--- config.mk ---
export PLATFORM = sky130hd
export DESIGN_NAME = opo_lock_servo
export DESIGN_NICKNAME = d
export VERILOG_FILES = /design/src/rtl/opo_lock_servo.sv
export SDC_FILE = /design/constraint.sdc
export NUM_CORES = 2
export LEC_CHECK = 0
export BUFFER_PORTS_ARGS = -buffer_cell sky130_fd_sc_hd__buf_4
export CAP_MARGIN = 20
export CORE_MARGIN = 1
export CORE_UTILIZATION = 60
export CTS_BUF_LIST = sky130_fd_sc_hd__clkbuf_4 sky130_fd_sc_hd__clkbuf_8
export DETAILED_ROUTE_END_ITERATION = 8
export PLACE_DENSITY = 0.81
export SLEW_MARGIN = 10
export SYNTH_ARGS = -nofsm -noshare
export SYNTH_HDL_FRONTEND = slang
export SYNTH_SLANG_ARGS = --single-unit
export TNS_END_PERCENT = 100
--- constraint.sdc ---
create_clock -name clk_i -period 6.2 [get_ports clk_i]
set_input_delay 1.24 -clock clk_i [delete_from_list [all_inputs] [get_ports clk_i]]
set_output_delay 1.24 -clock clk_i [all_outputs]
set_load 0.05 [all_outputs]
--- src/rtl/opo_lock_servo.sv ---
// OPO lock servo: scans the piezo DAC until the lock-in error enters the window, then runs a pipelined PI loop.
// Optional macro OPO_SERVO_TRIANGLE_EN selects a bidirectional triangle scan; default build uses an upward sawtooth.
module opo_lock_servo #(
  parameter int SHIFT   = 12,
  parameter int HOLD    = 64,
  parameter int DAC_MID = 8192
) (
  input  logic               clk_i,
  input  logic               rst_ni,
  input  logic signed [15:0] err_i,
  input  logic               err_valid_i,
  input  logic               enable_i,
  input  logic [15:0]        kp_i,
  input  logic [15:0]        ki_i,
  input  logic [13:0]        scan_step_i,
  input  logic [15:0]        thresh_i,
  output logic [13:0]        dac_o,
  output logic [1:0]         state_o,
  output logic               locked_o,
  output logic [7:0]         relock_cnt_o
);

  localparam int                 CW     = $clog2(HOLD + 1);
  localparam logic [CW-1:0]      HOLD_C = CW'(HOLD);
  localparam logic [13:0]        MID_C  = 14'(DAC_MID);
  localparam logic signed [31:0] MID32  = 32'(DAC_MID);
  localparam logic signed [32:0] MID33  = 33'(DAC_MID);
  localparam logic signed [34:0] MID35  = 35'(DAC_MID);

  typedef enum logic [1:0] {
    IDLE    = 2'd0,
    SCAN    = 2'd1,
    ACQUIRE = 2'd2,
    LOCK    = 2'd3
  } state_e;

  state_e             state_q;
  logic [13:0]        dac_q;
  logic               locked_q;
  logic [7:0]         relock_q;
  logic signed [31:0] integ_q;
  logic [CW-1:0]      holdCnt_q;
  logic [CW-1:0]      bigCnt_q;
  logic [CW-1:0]      satCnt_q;
  logic               stage1Valid_q;
  logic               bigErr_q;
  logic signed [32:0] pTerm_q;
  logic signed [32:0] iInc_q;
`ifdef OPO_SERVO_TRIANGLE_EN
  logic               dirUp_q;
  logic               dirUp_d;
  logic [14:0]        upSum;
`endif

  logic signed [16:0] errExt;
  logic [16:0]        errMag;
  logic               inWin;
  logic               bigErr;
  logic signed [32:0] kpProd;
  logic signed [32:0] kiProd;
  logic [13:0]        scanDac_d;
  logic signed [33:0] integSum;
  logic signed [31:0] integNext_d;
  logic signed [34:0] dacSum;
  logic [13:0]        dacLock_d;
  logic signed [32:0] midInteg;
  logic               integOut;
  logic               lossA;
  logic               lossB;
  logic signed [31:0] entryInteg;

  // 17-bit magnitude so that -32768 maps to 32768 without wrapping
  always_comb begin
    errExt = {err_i[15], err_i};
    errMag = errExt[16] ? -errExt : errExt;
    inWin  = errMag < {1'b0, thresh_i};
    bigErr = {1'b0, errMag} >= {thresh_i, 2'b00};
    kpProd = $signed({17'd0, kp_i}) * $signed({{17{err_i[15]}}, err_i});
    kiProd = $signed({17'd0, ki_i}) * $signed({{17{err_i[15]}}, err_i});
  end

  always_comb begin
`ifdef OPO_SERVO_TRIANGLE_EN
    upSum     = {1'b0, dac_q} + {1'b0, scan_step_i};
    scanDac_d = dac_q;
    dirUp_d   = dirUp_q;
    if (dirUp_q) begin
      if (upSum > 15'd16383) begin
        scanDac_d = 14'h3FFF;
        dirUp_d   = 1'b0;
      end else begin
        scanDac_d = upSum[13:0];
      end
    end else if (scan_step_i >= dac_q) begin
      scanDac_d = 14'd0;
      dirUp_d   = 1'b1;
    end else begin
      scanDac_d = dac_q - scan_step_i;
    end
`else
    scanDac_d = dac_q + scan_step_i;
`endif
  end

  // Second pipeline stage: integrate, then form the saturated actuator word
  always_comb begin
    integSum = $signed({{2{integ_q[31]}}, integ_q}) + $signed({iInc_q[32], iInc_q});
    if (integSum[33:31] == 3'b000 || integSum[33:31] == 3'b111) begin
      integNext_d = integSum[31:0];
    end else begin
      integNext_d = integSum[33] ? 32'sh8000_0000 : 32'sh7FFF_FFFF;
    end
    dacSum = MID35 + $signed({{2{pTerm_q[32]}}, pTerm_q})
                   + $signed({{3{integNext_d[31]}}, integNext_d});
    if (dacSum[34]) begin
      dacLock_d = 14'd0;
    end else if (dacSum > 35'sd16383) begin
      dacLock_d = 14'h3FFF;
    end else begin
      dacLock_d = dacSum[13:0];
    end
    midInteg   = $signed({integNext_d[31], integNext_d}) + MID33;
    integOut   = midInteg[32] || (midInteg > 33'sd16383);
    lossA      = bigErr_q && (bigCnt_q + CW'(1) == HOLD_C);
    lossB      = integOut && (satCnt_q + CW'(1) == HOLD_C);
    entryInteg = $signed({18'd0, dac_q}) - MID32;
  end

  always_ff @(posedge clk_i or negedge rst_ni) begin
    if (!rst_ni) begin
      state_q       <= IDLE;
      dac_q         <= MID_C;
      locked_q      <= 1'b0;
      relock_q      <= 8'd0;
      integ_q       <= 32'sd0;
      holdCnt_q     <= '0;
      bigCnt_q      <= '0;
      satCnt_q      <= '0;
      stage1Valid_q <= 1'b0;
      bigErr_q      <= 1'b0;
      pTerm_q       <= 33'sd0;
      iInc_q        <= 33'sd0;
`ifdef OPO_SERVO_TRIANGLE_EN
      dirUp_q       <= 1'b1;
`endif
    end else if (!enable_i) begin
      state_q       <= IDLE;
      locked_q      <= 1'b0;
      integ_q       <= 32'sd0;
      holdCnt_q     <= '0;
      bigCnt_q      <= '0;
      satCnt_q      <= '0;
      stage1Valid_q <= 1'b0;
    end else begin
      case (state_q)
        IDLE: begin
          state_q   <= SCAN;
          dac_q     <= MID_C;
          holdCnt_q <= '0;
        end
        SCAN: begin
          if (err_valid_i) begin
            dac_q <= scanDac_d;
`ifdef OPO_SERVO_TRIANGLE_EN
            dirUp_q <= dirUp_d;
`endif
            if (inWin) begin
              state_q   <= ACQUIRE;
              holdCnt_q <= CW'(1);
            end
          end
        end
        ACQUIRE: begin
          if (err_valid_i) begin
            if (!inWin) begin
              state_q   <= SCAN;
              holdCnt_q <= '0;
            end else if (holdCnt_q + CW'(1) == HOLD_C) begin
              state_q       <= LOCK;
              locked_q      <= 1'b1;
              integ_q       <= entryInteg;
              holdCnt_q     <= '0;
              bigCnt_q      <= '0;
              satCnt_q      <= '0;
              stage1Valid_q <= 1'b0;
            end else begin
              holdCnt_q <= holdCnt_q + CW'(1);
            end
          end
        end
        LOCK: begin
          stage1Valid_q <= err_valid_i;
          if (err_valid_i) begin
            pTerm_q  <= kpProd >>> SHIFT;
            iInc_q   <= kiProd >>> SHIFT;
            bigErr_q <= bigErr;
          end
          if (stage1Valid_q) begin
            if (lossA || lossB) begin
              state_q  <= SCAN;
              locked_q <= 1'b0;
              integ_q  <= 32'sd0;
              dac_q    <= MID_C;
              bigCnt_q <= '0;
              satCnt_q <= '0;
              relock_q <= (relock_q == 8'hFF) ? relock_q : relock_q + 8'd1;
            end else begin
              integ_q  <= integNext_d;
              dac_q    <= dacLock_d;
              bigCnt_q <= bigErr_q ? bigCnt_q + CW'(1) : '0;
              satCnt_q <= integOut ? satCnt_q + CW'(1) : '0;
            end
          end
        end
        default: state_q <= IDLE;
      endcase
    end
  end

  assign dac_o        = dac_q;
  assign state_o      = state_q;
  assign locked_o     = locked_q;
  assign relock_cnt_o = relock_q;

endmodule

==> out/qor.log <==
qor: outcome.result_of_the_run finished, violations left
qor: outcome.violations_in_the_final_reports negative setup slack
qor: floorplan.chipWidth 222 microns
qor: pwr.ir_drop 0.799 mV
qor: worst_hold_path.worst_hold_startpoint relock_cnt_o[6]$_DFFE_PN0P_
qor: floorplan.fp.coreArea 47600 sq um
qor: worst_setup_path.timing.critical_path.required 6530 ps
qor: global_route.grt_pass1_wl 143 mm
qor: global_route.first_global_vias 28600
qor: yosys.synth_cell_types 102
qor: worst_setup_path.worstSetupPathType input pin to flop
qor: worst_hold_path.worst_hold_path.num_cells 1
qor: global_route.globalRouteTotalUtil 0.364
qor: yosys.synthAdderAreaFrac 0.439
qor: yosys.synth_edf_count 0
qor: finish.multiInputGateArea 24700 sq um
qor: yosys.syn_inst 3403
qor: run.max_cap_viol_count 0
qor: placed_design.placement.io_buffers 106
qor: cts.clk_path_buf_depth 2
qor: yosys.synth-async-reset-ratio 1.00
qor: timing.finalHoldViolations 0
qor: worst_setup_path.reg2reg_setup_slack -440 ps
qor: cts.cts_buffers 17
qor: timing.final.setup_skew 23.6 ps
qor: placed_design.place.gp.congestion 0.993
qor: yosys.yosys.area.top_type fa_1
qor: yosys.synthXorXnorAreaFrac 0.0335
qor: pwr.report.power.total 22.8 mW
qor: global_route.grtUsageMet1 0.450
qor: drt.detail_route.wl_per_cell 20.7 microns
qor: timing.setup_viol 47
qor: timing.relSlewSlack 0.317
qor: timing.fin_crit_sh 1.15
qor: timing.maxClockFrequency 141 MHz
qor: floorplan.core.rowCount 80
qor: drt.via_per_inst 6.17
qor: yosys.top_reg_cell_synth dfrtp_1
qor: floorplan.i_o_pin_count 107
qor: finish.layout.filler_cells 2909
qor: worst_setup_path.worst_setup_path_end_kind flop
qor: pwr.power-per-cell-area 624 nW/um^2
qor: worst_setup_path.critPathMaxStageDelay 500 ps
qor: finish.drive_above_1_share 0.247
qor: yosys.synth_seq_cells 122
qor: worst_setup_path.critPathSlowestCell fa_1
qor: cts.root_buffer clkbuf_8
qor: yosys.syn_avg_cell_area 8.52 sq um
qor: finish.final-seq-area 3060 sq um
qor: yosys.yosysTopAreaCellShare 0.269
qor: floorplan.design.die.area 49200 sq um
qor: finish.synthToLayoutAreaGrowth 26.1%
qor: floorplan.chipHeight 222 microns
qor: timing.timing_max_transition_violations_final 0
qor: yosys.yosysMostFrequentCell inv_1
qor: global_route.gr-usage-met3 0.0606
qor: timing.worst_slew_pin_slew 1020 ps
qor: yosys.syn_area 29000 sq um
qor: yosys.synth-compound-area-share 0.145
qor: yosys.synth_sequential_area_ratio 0.105
qor: worst_setup_path.reg2reg_from integ_q[8]$_DFFE_PN0P_
qor: worst_setup_path.timing.reg2reg.worst_path_depth 32
qor: drt.drc 0
qor: global_route.antenna_found_initial 0
qor: global_route.grtUsageMet2 0.607
qor: cts.clkSlewWorstSetupHoldPaths 100 ps
qor: cts.cts_max_level 4
qor: finish.nNetsFinal 4815
qor: drt.postRouteWirelength 95.0 mm
qor: yosys.synthMuxAreaShare 0.00604
qor: drt.final_antenna_net_count 0
qor: placed_design.dp.final_hpwl 69.0 mm
qor: cts.cts_tree built
qor: placed_design.post-place-cells 4482
qor: yosys.ys_top_cells_by_area fa_1, ha_1, dfrtp_1
qor: yosys.synth-simple-area-share 0.179
qor: drt.drt_pass1_iterations 6
qor: timing.final_period_minus_worst_setup_slack 7110 ps
qor: pwr.static-leakage-power 18.9 nW
qor: worst_setup_path.reg2reg_to dac_o[13]$_DFFE_PN1P_
qor: worst_setup_path.critPathArrivalTime 7450 ps
qor: cts.post_cts_hold_buffer_count 0
qor: timing.setup_repair_after_global_routing_missed_its_margin true
qor: worst_hold_path.worst_hold_path_type flop to flop
qor: timing.finalSetupTns -20620 ps
qor: yosys.synth_common_cells inv_1, nand2_1, fa_1, ha_1, and2_1
qor: cts.clkLatencyLatePin 510 ps
qor: worst_setup_path.critical_path.startpoint_type input pin
qor: drt.routed-via-count 28300
qor: floorplan.start_util 0.608
qor: global_route.largest_net_degree_at_the_start_of_global_routing 75
qor: global_route.gr-total-overflow 0
qor: global_route.top_usage_layer met2
qor: drt.drt_iter0_drc 2743
qor: cts.cts_sinks 122
qor: timing.fin_worst_setup_slack -913 ps
qor: yosys.synth_fp_nets 4263
qor: worst_hold_path.hold-path-endpoint relock_cnt_o[6]$_DFFE_PN0P_
qor: yosys.synthesis.yosys.warnings 0
qor: finish.instances_no_fill 4584
qor: worst_setup_path.critical_path.most_common_cell fa_1
qor: worst_setup_path.worst_path_maximum_fanout 4
qor: yosys.main_combinational_cell_family_by_area_after_synthesis adder cells
worst max-delay path: cells and delay by family:
kind	cells	cell delay, ps
AO/OA/AOI/OAI	10	1960
buffers and inverters	9	690
adder cells (fa/ha/maj)	7	3140
AND/OR/NAND/NOR	2	170
XOR/XNOR	1	220
logic make-up after synthesis:
logic type               after synthesis
AO/OA/AOI/OAI                        623
XOR/XNOR                             111
adder cells (fa/ha/maj)              786
buffers and inverters                692
flip-flops                           122
multiplexers                          17
other                                  1
AND/OR/NAND/NOR                     1051
per-layer routing:
metal  wire length [microns]  vias to the layer above  part of all wire
li1                        -                    12300                 -
met1                   35100                    13600              0.37
met2                   44500                     1741              0.47
met3                    8480                      584             0.089
met4                    6870                        0             0.072
met5                       0                        -                 0
final cells by class:
cell class	instances	area share
antenna	1	0.0000685
clock buffer	17	0.00640
clock inverter	15	0.00554
inverter	534	0.0548
multi-input combinational	2590	0.675
sequential	122	0.0836
tap	615	0.0211
timing repair buffer	690	0.153
how the worst max path moves through the flow:
stage | from | to | slack, ps | cells past startpoint
3_5_place_dp | kp_i[7] | pTerm_q[20]$_DFFE_PN0P_ | -1340 | 29
2_1_floorplan | err_i[4] | pTerm_q[19]$_DFFE_PN0P_ | -1090 | 27
6_report | err_i[5] | pTerm_q[17]$_DFFE_PN0P_ | -910 | 29
3_3_place_gp | err_i[2] | pTerm_q[19]$_DFFE_PN0P_ | -1160 | 26
4_1_cts | err_i[5] | iInc_q[19]$_DFFE_PN0P_ | -580 | 28
5_1_grt | err_i[5] | pTerm_q[17]$_DFFE_PN0P_ | -1110 | 29
sequential cells by signal, summed over array words and instances, names as in the netlist:
register       count
bigCnt_q           7
iInc_q            21
pTerm_q           21
holdCnt_q          7
relock_cnt_o       8
stage1Valid_q      1
locked_o           1
dac_o             14
satCnt_q           7
integ_q           32
bigErr_q           1
state_o            2
stage by stage:
step	utilization	area, sq um	worst slack [ps]	hold slack [ps]
finish	0.767	36600	-913	503
floorplan	-	29500	-1090	453
CTS	0.750	35700	-583	507
global route	0.767	36600	-1110	531
global placement	0.717	34200	-1160	471
detailed placement	0.717	34200	-1340	488
layout by cell type, fill, tap and decap left out, types with 17 or more instances in the layout:
master,n
buf_4,633
inv_1,523
nand2_1,425
fa_1,383
ha_1,360
and2_1,199
a21oi_1,127
dfrtp_1,119
nor2_1,102
o21ai_0,91
a21o_1,57
xnor2_1,53
nand3_1,52
o21ai_1,43
nand2b_1,42
xor2_1,39
nor3_1,38
buf_6,32
ha_4,24
a21oi_2,22
a221o_1,22
and3_1,21
o21a_1,21
o31ai_1,19
buf_12,19
o21bai_1,17
o21ai_2,17
clkbuf_8,17
report_power, final:
| part | switching (mW) | total (mW) | internal (mW) |
|---|---|---|---|
| sequential | 0.267 | 1.23 | 0.959 |
| combinational | 10.8 | 20.7 | 9.95 |
| clock | 0.440 | 0.856 | 0.415 |
what timing repair did:
action,CTS,global route
setup endpoints to repair,43,102
setup buffers,48,35
cloned,2,0
pin swaps,91,77
resized for setup,191,124
(Power assumes the default switching activity.)
